$ cat src/rtl/mem_arbiter_pkg.sv
// Shared types and default widths for the two-port memory arbiter.
package mem_arb_pkg;

    localparam int ADDR_W_DEF = 8;
    localparam int DATA_W_DEF = 16;

    typedef enum logic [1:0] {
        IDLE   = 2'd0,
        ACCESS = 2'd1,
        RESP   = 2'd2
    } state_e;

    typedef enum logic {
        PORT_A = 1'b0,
        PORT_B = 1'b1
    } port_e;

endpackage

$ cat src/rtl/mem_arbiter_rr_arbiter_2.sv
// Combinational two-way round-robin pick: a lone requester always wins,
// on contention the port that was not granted last wins.
module rr_arbiter_2
    import mem_arb_pkg::*;
(
    input  logic  req_a_i,
    input  logic  req_b_i,
    input  port_e last_gnt_i,
    output port_e winner_o,
    output logic  valid_o
);

    always_comb begin
        winner_o = PORT_A;
        if (req_a_i && req_b_i) begin
            winner_o = (last_gnt_i == PORT_A) ? PORT_B : PORT_A;
        end else if (req_b_i) begin
            winner_o = PORT_B;
        end
    end

    assign valid_o = req_a_i | req_b_i;

endmodule

$ cat src/rtl/mem_arbiter.sv
// Shares one registered-read single-port memory between requesters A and B,
// one access at a time: IDLE (arbitrate) -> ACCESS (gnt + strobe) -> RESP (done).
//
// Handshake: a requester holds req_x with stable we_x/addr_x/wdata_x until it
// sees gnt_x; fields are captured in the IDLE cycle that produces the grant,
// and done_x pulses exactly one cycle after gnt_x.
module mem_arbiter
    import mem_arb_pkg::*;
#(
    parameter int ADDR_W = ADDR_W_DEF,
    parameter int DATA_W = DATA_W_DEF
) (
    input  logic              clock,
    input  logic              reset,
    input  logic              req_a,
    input  logic              req_b,
    input  logic              we_a,
    input  logic              we_b,
    input  logic [ADDR_W-1:0] addr_a,
    input  logic [ADDR_W-1:0] addr_b,
    input  logic [DATA_W-1:0] wdata_a,
    input  logic [DATA_W-1:0] wdata_b,
    output logic              gnt_a,
    output logic              gnt_b,
    output logic              done_a,
    output logic              done_b,
    output logic [DATA_W-1:0] rdata_a,
    output logic [DATA_W-1:0] rdata_b,
    output logic              mem_read,
    output logic              mem_write,
    output logic [ADDR_W-1:0] mem_address,
    output logic [DATA_W-1:0] mem_data_in,
    input  logic [DATA_W-1:0] mem_data_out,
    output logic [1:0]        state_dbg
);

    state_e            state_q, state_d;
    port_e             owner_q, owner_d;
    port_e             last_gnt_q, last_gnt_d;
    port_e             winner;
    logic              pick_valid;
    logic              we_q, we_d;
    logic              gnt_a_q, gnt_a_d, gnt_b_q, gnt_b_d;
    logic              done_a_q, done_a_d, done_b_q, done_b_d;
    logic              mem_read_q, mem_read_d, mem_write_q, mem_write_d;
    logic [ADDR_W-1:0] addr_q, addr_d;
    logic [DATA_W-1:0] din_q, din_d;
    logic [DATA_W-1:0] rdata_a_q, rdata_a_d, rdata_b_q, rdata_b_d;
    logic              sel_we;
    logic [ADDR_W-1:0] sel_addr;
    logic [DATA_W-1:0] sel_wdata;

    rr_arbiter_2 u_rr (
        .req_a_i    (req_a),
        .req_b_i    (req_b),
        .last_gnt_i (last_gnt_q),
        .winner_o   (winner),
        .valid_o    (pick_valid)
    );

    assign sel_we    = (winner == PORT_A) ? we_a    : we_b;
    assign sel_addr  = (winner == PORT_A) ? addr_a  : addr_b;
    assign sel_wdata = (winner == PORT_A) ? wdata_a : wdata_b;

    always_comb begin
        state_d     = state_q;
        owner_d     = owner_q;
        last_gnt_d  = last_gnt_q;
        we_d        = we_q;
        addr_d      = addr_q;
        din_d       = din_q;
        rdata_a_d   = rdata_a_q;
        rdata_b_d   = rdata_b_q;
        gnt_a_d     = 1'b0;
        gnt_b_d     = 1'b0;
        done_a_d    = 1'b0;
        done_b_d    = 1'b0;
        mem_read_d  = 1'b0;
        mem_write_d = 1'b0;
        case (state_q)
            IDLE: begin
                if (pick_valid) begin
                    state_d     = ACCESS;
                    owner_d     = winner;
                    last_gnt_d  = winner;
                    we_d        = sel_we;
                    addr_d      = sel_addr;
                    // data_in only moves for writes so reads never toggle it
                    if (sel_we) din_d = sel_wdata;
                    gnt_a_d     = (winner == PORT_A);
                    gnt_b_d     = (winner == PORT_B);
                    mem_read_d  = !sel_we;
                    mem_write_d = sel_we;
                end
            end
            ACCESS: begin
                state_d  = RESP;
                done_a_d = (owner_q == PORT_A);
                done_b_d = (owner_q == PORT_B);
            end
            RESP: begin
                state_d = IDLE;
                if (!we_q) begin
                    if (owner_q == PORT_A) rdata_a_d = mem_data_out;
                    else                   rdata_b_d = mem_data_out;
                end
            end
            default: state_d = IDLE;
        endcase
    end

    always_ff @(posedge clock) begin
        if (reset) begin
            state_q     <= IDLE;
            owner_q     <= PORT_A;
            last_gnt_q  <= PORT_B;
            we_q        <= 1'b0;
            addr_q      <= '0;
            din_q       <= '0;
            rdata_a_q   <= '0;
            rdata_b_q   <= '0;
            gnt_a_q     <= 1'b0;
            gnt_b_q     <= 1'b0;
            done_a_q    <= 1'b0;
            done_b_q    <= 1'b0;
            mem_read_q  <= 1'b0;
            mem_write_q <= 1'b0;
        end else begin
            state_q     <= state_d;
            owner_q     <= owner_d;
            last_gnt_q  <= last_gnt_d;
            we_q        <= we_d;
            addr_q      <= addr_d;
            din_q       <= din_d;
            rdata_a_q   <= rdata_a_d;
            rdata_b_q   <= rdata_b_d;
            gnt_a_q     <= gnt_a_d;
            gnt_b_q     <= gnt_b_d;
            done_a_q    <= done_a_d;
            done_b_q    <= done_b_d;
            mem_read_q  <= mem_read_d;
            mem_write_q <= mem_write_d;
        end
    end

    // The memory's own output register lands during RESP, so read data is
    // forwarded from it in that cycle and held in rdata_x_q afterwards.
    assign rdata_a = (state_q == RESP && owner_q == PORT_A && !we_q) ? mem_data_out : rdata_a_q;
    assign rdata_b = (state_q == RESP && owner_q == PORT_B && !we_q) ? mem_data_out : rdata_b_q;

    assign gnt_a       = gnt_a_q;
    assign gnt_b       = gnt_b_q;
    assign done_a      = done_a_q;
    assign done_b      = done_b_q;
    assign mem_read    = mem_read_q;
    assign mem_write   = mem_write_q;
    assign mem_address = addr_q;
    assign mem_data_in = din_q;
    assign state_dbg   = state_q;

endmodule

$ cat config.mk
export PLATFORM = sky130hd
export DESIGN_NAME = mem_arbiter
export DESIGN_NICKNAME = d
export VERILOG_FILES = /design/src/rtl/mem_arbiter_pkg.sv /design/src/rtl/mem_arbiter_rr_arbiter_2.sv /design/src/rtl/mem_arbiter.sv
export SDC_FILE = /design/constraint.sdc
export NUM_CORES = 1
export LEC_CHECK = 0
export CAP_MARGIN = 0
export CORE_ASPECT_RATIO = 0.6
export CORE_MARGIN = 2
export CORE_UTILIZATION = 35
export CTS_CLUSTER_SIZE = 16
export DETAILED_ROUTE_END_ITERATION = 16
export PLACE_DENSITY = 0.66
export SYNTH_ARGS = -nofsm -noshare
export SYNTH_HDL_FRONTEND = slang
export SYNTH_SLANG_ARGS = --single-unit
$ cat constraint.sdc
create_clock -name clock -period 2.13 [get_ports clock]
set_input_delay 0.213 -clock clock [delete_from_list [all_inputs] [get_ports clock]]
set_output_delay 0.213 -clock clock [all_outputs]
set_load 0.01 [all_outputs]
# == Yosys cells after proc, flatten, opt, wreduce, memory -nomap -nowiden ==
# Index checks and enable logic that the tools add are counted.
# word_totals
register_bits,67
inputBits,70
output_inout_bits,64
wordCells,48
# op_classes
n_eq_ne,3
mux,10
n_bitwise,7
n_reduce_logical,14
# ops
op,count
two-way mux 16 bit,3
AND reduction 3 bit,3
two-way mux 8 bit,1
inverter 1 bit,6
logical AND 1 bit,5
two-way mux 1 bit,4
case mux 2 bit (2 select lines),1
OR reduction 3 bit,1
equality test 2 x 1 -> 1 bit (second input constant),1
equality test 2 bit (second input constant),1
zero test 1 bit,2
zero test 2 bit,1
two-way mux 2 bit,1
inequality test 2 bit (second input constant),1
AND reduction 2 bit,1
OR reduction 2 bit,1
OR 1 bit,1

# == Logic depth before layout (Yosys ltp) ==
# Gate-level depths: netlist of run 1.
# depth
depth_word,4
depth_mapped,6
ltp_nobuf,4

# == Modules after synthesis ==
# From an unflattened synthesis of run 1, not the netlist that was laid out.
# unflattened
hier_cells,236
area_unflattened_um2,2831.5
# by_module_without_submodules
mod,instances,cells_per_inst,area_per_inst_um2,seq_area_each_um2
mem_arbiter,1,234,2817.7,1341.3
rr_arbiter_2,1,2,13.8,0.0

# == Least setup slack after synthesis of run 1 ==
# OpenSTA, ideal clock, no wires.
# synth_path
path_kind,flip-flop to flip-flop
start,register state_q[0] (netlist: state_dbg[0])
end,register rdata_a_q[10]
setup_time_ps,114
arrival_time_ps,1536
required_ps,2016
setup_slack_ps,480
stages_incl_launch_ff,5
path_buffers,1
synth_period_minus_slack_ps,1650
cell_sequence,dfxtp_1 -> nor4b_4 -> buf_8 -> mux2_4 -> and2b_1
# synth_between
elab_chain_cells,2
# synth_lines
element,line,text
"start, declared",mem_arbiter.sv:37,"state_e state_q, state_d;"
"start signal, assigned",mem_arbiter.sv:129,state_q <= state_d;
equality test 2 bit,mem_arbiter.sv:80,case (state_q)
AND reduction 3 bit (no source line),-,
"end signal, assigned",mem_arbiter.sv:135,rdata_a_q <= rdata_a_d;
"end, declared",mem_arbiter.sv:48,"logic [DATA_W-1:0] rdata_a_q, rdata_a_d, rdata_b_q, rdata_b_d;"
# Every way passes these cells.
# A chain may end at the register's enable or synchronous reset.

# == Final worst setup path of run 1 ==
# layout_path
start,register state_q[0] (netlist: state_dbg[0])
end,output rdata_b[15]
# layout_between
elab_chain_cells,4
# layout_lines
element,line,text
equality test 2 bit,mem_arbiter.sv:149,assign rdata_b = (state_q == RESP && owner_q == PORT_B && !we_q) ? mem_data_out : rdata_b_q;
logical AND 1 bit (2 in a row),mem_arbiter.sv:149,
two-way mux 16 bit,mem_arbiter.sv:149,
"end, declared",mem_arbiter.sv:28,"output logic [DATA_W-1:0] rdata_b,"
# Every way passes these cells.

==> impl_metrics.env, run 1 <==
export IMPL_num_vias=2672
export IMPL_clk_pin_slew_ps=50
export IMPL_relSlewSlack=0.6405
export IMPL_numCtsBuffers=9
export IMPL_start_kind="register"
export IMPL_ys_seq_elements=67
export IMPL_grt_usage=0.1901
export IMPL_grt_start_max_net_pins=49
export IMPL_critical_path_depth=4
export IMPL_synth_fa_ha_area_frac=0
export IMPL_slowest_stage="and4bb_4"
export IMPL_grt_pass1_wl_um=13390
export IMPL_period_needed_ps=2070
export IMPL_p_comb_frac=0.190
export IMPL_cts_buffer_depth=2
export IMPL_drtPass1Iterations=5
export IMPL_cap_violations=0
export IMPL_place_gp_congestion=0.7210
export IMPL_whs_ps=366.1
export IMPL_critical_path_class="register to output pin"
export IMPL_synth_area_top_cells="dfxtp_1, mux2_4, nor3_1, mux2_2, nor2_1"
export IMPL_reg2reg_to="rdata_a_q[8]"
export IMPL_status="finished clean"
export IMPL_synth_nets=378
export IMPL_synth_mux_area_frac=0.1490
export IMPL_yosys_area_share_xor_xnor=0
export IMPL_syn_area_per_cell_um2=9.652
export IMPL_p_per_area_nw_per_um2=747.2
export IMPL_portBuffers=133
export IMPL_r2r_start="state_dbg[0]"
export IMPL_syn_to_final_growth_pct=61.53
export IMPL_synth_area_leader_cell="dfxtp_1"
export IMPL_num_rows=25
export IMPL_worstHoldPathType="input port to register"
export IMPL_antenna_found_initial=0
export IMPL_ys_types=27
export IMPL_cts_tree="built"
export IMPL_diodes=0
export IMPL_drtIter0Drc=86
export IMPL_avgViaCountPerCell=4.763
export IMPL_post_route_drc_count=0
export IMPL_dieArea_um2=9271
export IMPL_final_util=0.5950
export IMPL_synth_top_family_by_area="simple AND/OR/NAND/NOR gates"
export IMPL_swShare=0.2372
export IMPL_endpoint_kind="output pin"
export IMPL_peakVddDrop_mv=0.5231
export IMPL_synthSimpleGateAreaFrac=0.2664
export IMPL_r2r_slack_ps=490
export IMPL_crit_family="buffers and inverters"
export IMPL_fin_crit_sh=0.9717
export IMPL_synth_compound_area_share=0.08123
export IMPL_crit_required_ps=1920
export IMPL_final_common_cell="clkdlybuf4s50_1"
export IMPL_cp_startpoint="state_dbg[0]"
export IMPL_gr_total_overflow=0
export IMPL_pin_count=134
export IMPL_cp_endpoint="rdata_b[15]"
export IMPL_dp_hpwl_um=6049
export IMPL_die_h_um=75.39
export IMPL_slowest_delay_ps=390
export IMPL_final_cell_mix="clkdlybuf4s50_1, dfxtp_1, nor2_1, nor3_1, nor2b_1"
export IMPL_cp_max_fo=8
export IMPL_finalHoldViolations=0
export IMPL_grt_pass1_vias=2624
export IMPL_seqPwrFrac=0.384
export IMPL_switchingPower_w=0.0008509
export IMPL_worst_slew_pin_slew_ps=535.7
export IMPL_clkPwrFrac=0.426
export IMPL_coreArea_um2=8070
export IMPL_wl_per_cell_um=15.28
export IMPL_reg2regPathDepth=6
export IMPL_crit_buf_inv=2
export IMPL_setup_violations=0
export IMPL_p_int_w=0.002737
export IMPL_ys_seq_area_frac=0.4512
export IMPL_syn_inst=308
export IMPL_power_leakage_nw=1.990
export IMPL_setup_tns_final_ps=0
export IMPL_clock_sinks=67
export IMPL_clk_latency_ps=320
export IMPL_initial_utilization=0.3684
export IMPL_yosysWarnings=0
export IMPL_crit_chain="and4bb_4 > buf_16 > mux2_2 > dlygate4sd2_1"
export IMPL_final_nets=518
export IMPL_ctsHtreeMaxLevel=3
export IMPL_timing_fmax_mhz=483.2
export IMPL_cp_data_arrival_time_ps=1860
export IMPL_cts_root_buf="clkbuf_16"
export IMPL_slew_violations=0
export IMPL_syn_area_um2=2973
export IMPL_netlist_area_leader_share=0.4512
export IMPL_drive_gt1_frac=0.1810
export IMPL_fin_skew_ps=5.151
export IMPL_die_x_um=123.0
export IMPL_routed_wl_um=8574
export IMPL_ant_nets=0
## worst min path at each step
stage,startpoint,endpoint,slack [ps],depth (start not counted)
after global placement,mem_address[7],mem_address[7],490,2
after CTS,reset,owner_q,360,2
final,reset,rdata_b_q[14],370,2
after detailed placement,mem_address[7],mem_address[7],490,2
after floorplan,addr_b[0],mem_address[0],370,2
after global routing,reset,rdata_b_q[14],390,2
## cell type report
class,count,area [um2]
inverter,2,7.507
sequential,67,1349
clock buffer,11,232.7
multi-input combinational,216,1480
clock inverter,5,77.57
timing repair buffer,152,1520
fill,681,3268
tap,108,135.1
## cells in the mapped netlist
cell type	instances
o21ai_1	1
nor4b_4	1
a311oi_1	8
nor3_1	36
mux2_4	16
buf_6	6
buf_8	1
nand2_1	19
a21oi_1	2
nor3b_1	1
nor2_1	44
mux2_2	16
nor2b_1	23
buf_2	1
a21bo_2	1
buf_4	1
and4bb_1	1
clkinv_1	2
buf_1	1
a21boi_4	1
clkbuf_1	13
o21a_1	17
and2_1	2
nor4_1	16
and2b_1	10
mux2i_4	1
dfxtp_1	67
## kinds of logic (layout without fill, tap and decap cells)
logic type,count (synthesis),count (layout)
AOI/OAI and AO/OA,30,30
buffers and inverters,25,170
muxes,33,33
and+or+nand+nor,153,153
DFF,67,67
## per-stage QoR
| step | total power, W | worst slack, ps | instance area [um2] | instances |
|---|---|---|---|---|
| floorplan | 0.001720 | 479.9 | 2973 | 308 |
| CTS | 0.003640 | -34.36 | 4821 | 560 |
| detailed placement | 0.002086 | 145.7 | 4432 | 537 |
| finish | 0.003588 | 60.38 | 4802 | 561 |
| global placement | 0.002073 | 192.5 | 4432 | 537 |
| global route | 0.003765 | -10.70 | 4802 | 561 |
## state kept, by name (all words and copies together), names as in the netlist, 2 cells and up
register	count
mem_data_in	16
rdata_b_q	16
state_dbg	2
mem_address	8
rdata_a_q	16
## power groups by stage
stage | clock (W) | combinational (W) | sequential (W)
after detailed placement | 0 | 0.000683 | 0.00140
after CTS | 0.00157 | 0.000690 | 0.00138
final | 0.00153 | 0.000680 | 0.00138
after global routing | 0.00163 | 0.000745 | 0.00139
after floorplan | 0 | 0.000295 | 0.00142
after global placement | 0 | 0.000673 | 0.00140
## routing by layer
layer	routed length [um]	global-route usage	share of wire
met5	0	0	0
met4	78	0.05934	0.0091
met3	422	0.05090	0.049
met2	3900	0.3045	0.45
met1	4173	0.2541	0.49
## repair_timing
item | in CTS | in global routing
cloned | 2 | 0
gates resized for setup | 49 | 22
hold buffers | 0 | 0
pin swaps | 2 | 1
setup buffers | 5 | 1
setup endpoints to repair | 32 | 26
Note: power is estimated with default switching activity, not from simulation.
==> inputs of run 2 (changes only) <==
CAP_MARGIN = 30   (was 0)
SKIP_LAST_GASP = 1   (was unset)
==> impl_metrics.env, run 2 (synthesized netlist as in run 1, its figures left out) <==
export IMPL_peakVddDrop_mv=0.5233
export IMPL_power_leakage_nw=2.093
export IMPL_start_kind="register"
export IMPL_setup_tns_final_ps=-17.23
export IMPL_num_rows=25
export IMPL_endpoint_kind="output pin"
export IMPL_layout_setup_ws_ps=-6.984
export IMPL_post_route_drc_count=0
export IMPL_antenna_found_initial=0
export IMPL_gr_total_overflow=0
export IMPL_grt_start_max_net_pins=49
export IMPL_numCtsBuffers=9
export IMPL_pin_count=134
export IMPL_diodes=0
export IMPL_routed_wl_um=8708
export IMPL_cts_buffer_depth=2
export IMPL_setup_violations=4
export IMPL_fin_crit_sh=1.003
export IMPL_post_place_ws_ps=145.7
export IMPL_crit_required_ps=1920
export IMPL_syn_to_final_growth_pct=62.63
export IMPL_fin_skew_ps=6.417
export IMPL_rsz0062_at_grt="yes"
export IMPL_initial_utilization=0.3684
export IMPL_whs_ps=373.8
export IMPL_dieArea_um2=9271
export IMPL_wl_per_cell_um=15.41
export IMPL_crit_top_cell="buf_4"
export IMPL_final_common_cell="clkdlybuf4s50_1"
export IMPL_die_h_um=75.39
export IMPL_grt_pass1_wl_um=13330
export IMPL_finalHoldViolations=0
export IMPL_num_vias=2680
export IMPL_slowest_delay_ps=350
export IMPL_worst_slew_pin_slew_ps=536.4
export IMPL_period_needed_ps=2137
export IMPL_final_util=0.5991
export IMPL_final_cell_mix="clkdlybuf4s50_1, dfxtp_1, nor2_1, nor3_1, nor2b_1"
export IMPL_coreArea_um2=8070
export IMPL_ctsHtreeMaxLevel=3
export IMPL_status="finished, violations left"
export IMPL_slowest_stage="dfxtp_2"
export IMPL_die_x_um=123.0
export IMPL_cts_root_buf="clkbuf_16"
export IMPL_critical_path_class="register to output pin"
export IMPL_avgViaCountPerCell=4.743
export IMPL_postCtsHoldBufs=0
export IMPL_final_nets=522
export IMPL_relSlewSlack=0.6400
export IMPL_cp_max_fo=5
export IMPL_p_per_area_nw_per_um2=744.8
export IMPL_place_gp_congestion=0.7210
export IMPL_cts_tree="built"
export IMPL_crit_chain="nor4b_4 > buf_4 > clkbuf_16 > buf_4 > buf_6 > mux2_4 > clkbuf_2"
export IMPL_cap_violations=0
export IMPL_clk_pin_slew_ps=50
export IMPL_worstHoldPathType="input port to register"
export IMPL_grt_pass1_vias=2618
export IMPL_clk_latency_ps=320
export IMPL_dp_cells=537
export IMPL_drtPass1Iterations=4
export IMPL_fin_cells=565
export IMPL_drive_gt1_frac=0.1991
export IMPL_drtIter0Drc=87
export IMPL_timing_fmax_mhz=467.9
export IMPL_dp_hpwl_um=6049
export IMPL_slew_violations=0
export IMPL_clock_sinks=67
export IMPL_ant_nets=0
export IMPL_portBuffers=133
export IMPL_cp_data_arrival_time_ps=1920
export IMPL_grt_usage=0.1892
export IMPL_violations="negative setup slack"
run 2: repair_timing:
item | in CTS | in global routing
endpoints found under the setup margin | 32 | 30
gates resized for setup | 29 | 45
gates cloned | 2 | 0
setup buffers | 5 | 5
pin swaps | 2 | 2
run 2: area by class of cell:
class / count / area [um2]
Multi-Input combinational cell: 216 / 1480
Tap cell: 108 / 135.1
Fill cell: 678 / 3236
Timing Repair Buffer: 156 / 1555
Sequential cell: 67 / 1346
Clock buffer: 11 / 232.7
Inverter: 2 / 7.507
Clock inverter: 5 / 77.57
run 2: per-stage QoR:
step	cell area, um2	total power (W)
after floorplan	2973	0.001720
after global placement	4432	0.002073
after detailed placement	4432	0.002086
after CTS	4817	0.003638
after global routing	4835	0.003778
final	4835	0.003601
run 2: power breakdown:
| part | switching, W | total, W | internal [W] |
|---|---|---|---|
| sequential | 0.0000490 | 0.00138 | 0.00133 |
| combinational | 0.000295 | 0.000684 | 0.000389 |
| clock | 0.000516 | 0.00154 | 0.00102 |
run 2: worst paths after layout:
| check | start | endpoint | slack, ps | depth (start not counted) |
|---|---|---|---|---|
| min reg2reg | owner_q | done_a | 480 | 1 |
| max | owner_q | rdata_a[8] | -7 | 7 |
| min | reset | owner_q | 370 | 2 |
| max reg2reg | owner_q | rdata_a_q[8] | 400 | 7 |
run 2: per-layer routing:
layer,up-vias,share of wire,track usage
li1,1356,-,-
met1,1258,0.48,0.2526
met2,58,0.47,0.3033
met3,8,0.046,0.05090
met4,0,0.0087,0.05934
met5,-,0,0
run 2: worst max-delay path, delay by kind of cell (launching register included):
kind / cells / cell delay, ps
flops: 1 / 350
buf+inv: 5 / 650
mux: 1 / 310
simple gates: 1 / 300
==> inputs of run 3 (changes only) <==
CTS_BUF_LIST = sky130_fd_sc_hd__clkbuf_2   (was unset)
==> impl_metrics.env, run 3 (synthesized netlist as in run 1, its figures left out) <==
export IMPL_cap_violations=0
export IMPL_die_x_um=123.0
export IMPL_dp_cells=537
export IMPL_diodes=0
export IMPL_clk_latency_ps=490
export IMPL_num_vias=2688
export IMPL_slowest_delay_ps=400
export IMPL_initial_utilization=0.3684
export IMPL_worstHoldPathType="input port to register"
export IMPL_ant_nets=0
export IMPL_status="finished, violations left"
export IMPL_finalHoldViolations=0
export IMPL_wl_per_cell_um=15.50
export IMPL_drtPass1Iterations=6
export IMPL_grt_pass1_vias=2634
export IMPL_endpoint_kind="output pin"
export IMPL_worst_slew_pin_slew_ps=532.0
export IMPL_fin_skew_ps=24.74
export IMPL_die_h_um=75.39
export IMPL_violations="negative setup slack"
export IMPL_routed_wl_um=8729
export IMPL_power_leakage_nw=1.947
export IMPL_post_route_drc_count=0
export IMPL_layout_setup_ws_ps=-98.42
export IMPL_slew_violations=0
export IMPL_place_gp_congestion=0.7210
export IMPL_numCtsBuffers=9
export IMPL_grt_start_max_net_pins=49
export IMPL_slowest_stage="dfxtp_4"
export IMPL_portBuffers=133
export IMPL_cts_buffer_depth=2
export IMPL_cp_data_arrival_time_ps=2020
export IMPL_syn_to_final_growth_pct=61.32
export IMPL_antenna_found_initial=0
export IMPL_cp_max_fo=8
export IMPL_critical_path_class="register to output pin"
export IMPL_coreArea_um2=8070
export IMPL_crit_chain="nor4b_4 > buf_4 > buf_12 > mux2_4 > buf_6"
export IMPL_final_nets=520
export IMPL_timing_fmax_mhz=448.7
export IMPL_final_common_cell="clkdlybuf4s50_1"
export IMPL_r2r_slack_ps=430
export IMPL_clock_sinks=67
export IMPL_period_needed_ps=2228
export IMPL_postCtsHoldBufs=0
export IMPL_ctsHtreeMaxLevel=3
export IMPL_cts_root_buf="clkbuf_2"
export IMPL_p_per_area_nw_per_um2=613.0
export IMPL_pin_count=134
export IMPL_crit_required_ps=1920
export IMPL_cts_tree="built"
export IMPL_dp_hpwl_um=6049
export IMPL_grt_pass1_wl_um=13350
export IMPL_grt_usage=0.1905
export IMPL_drtIter0Drc=133
export IMPL_drive_gt1_frac=0.2440
export IMPL_clk_pin_slew_ps=190
export IMPL_final_cell_mix="clkdlybuf4s50_1, dfxtp_1, nor2_1, nor3_1, buf_6"
export IMPL_relSlewSlack=0.6429
export IMPL_setup_tns_final_ps=-1291
export IMPL_gr_total_overflow=0
export IMPL_setup_violations=15
export IMPL_fin_crit_sh=1.046
export IMPL_avgViaCountPerCell=4.774
export IMPL_fin_cells=563
export IMPL_start_kind="register"
export IMPL_num_rows=25
export IMPL_dieArea_um2=9271
export IMPL_rsz0062_at_grt="yes"
export IMPL_peakVddDrop_mv=0.3140
## run 3: changes by cell type in the layout (fill, tap and decap cells not counted), moves of 5 or more
cell	before	now
dlymetal6s2s_1	7	0
mux2_2	16	0
clkdlybuf4s15_1	9	0
buf_6	1	35
mux2_4	16	32
buf_4	15	10
clkbuf_16	10	1
## run 3: layer usage
metal  GRT usage  vias to the layer above  wire length [um]
met5           0                        -                 0
li1            -                     1352                 -
met1      0.2521                     1266              4261
met2      0.3020                       61              3983
met4     0.06061                        0                81
met3     0.05838                        9               402
## run 3: timing repair
action | 4_1_cts | 5_1_grt
buffers inserted | 8 | 2
pin swaps | 2 | 2
resized for setup | 177 | 21
setup endpoints to repair | 32 | 32
cloned | 2 | 0
## run 3: power by group
group	leakage, nW	total [W]	switching [W]	internal [W]
sequential	0.549	0.00138	0.0000473	0.00133
combinational	1.32	0.000718	0.000304	0.000414
clock	0.0819	0.000844	0.000450	0.000395
total	1.95	0.00294	0.000801	0.00214
## run 3: cell type report
| cell class | count | area (um2) |
|---|---|---|
| clock inverters | 5 | 77.57 |
| well taps | 108 | 135.1 |
| multi-input cells | 216 | 1536 |
| clock buffers | 11 | 55.05 |
| repair buffers | 154 | 1635 |
| flip-flops and latches | 67 | 1349 |
| fillers | 662 | 3274 |
| inverters | 2 | 7.507 |
## run 3: metrics by stage
stage / util / power (W) / hold WS [ps] / worst slack (ps) / cell area [um2]
floorplan: - / 0.001720 / 372.0 / 479.9 / 2973
finish: 0.5943 / 0.002940 / 181.4 / -98.42 / 4796
detailed placement: 0.5491 / 0.002086 / 492.3 / 145.7 / 4432
global route: 0.5943 / 0.003103 / 128.7 / -264.6 / 4796
global placement: 0.5491 / 0.002073 / 485.8 / 192.5 / 4432
CTS: 0.5887 / 0.002978 / 107.7 / -152.9 / 4751
## run 3: final timing paths
| check | from | end | depth (start not counted) |
|---|---|---|---|
| max | state_dbg[0] | rdata_a[10] | 5 |
| min | reset | rdata_b_q[14] | 2 |
| max reg2reg | state_dbg[0] | rdata_a_q[14] | 6 |
| min reg2reg | owner_q | done_a | 1 |
## run 3: worst max-delay path, delay by kind of cell, from the launching register on
kind	cells	cell delay, ps
buf+inv	3	460
flops	1	400
simple gates	1	360
mux	1	310
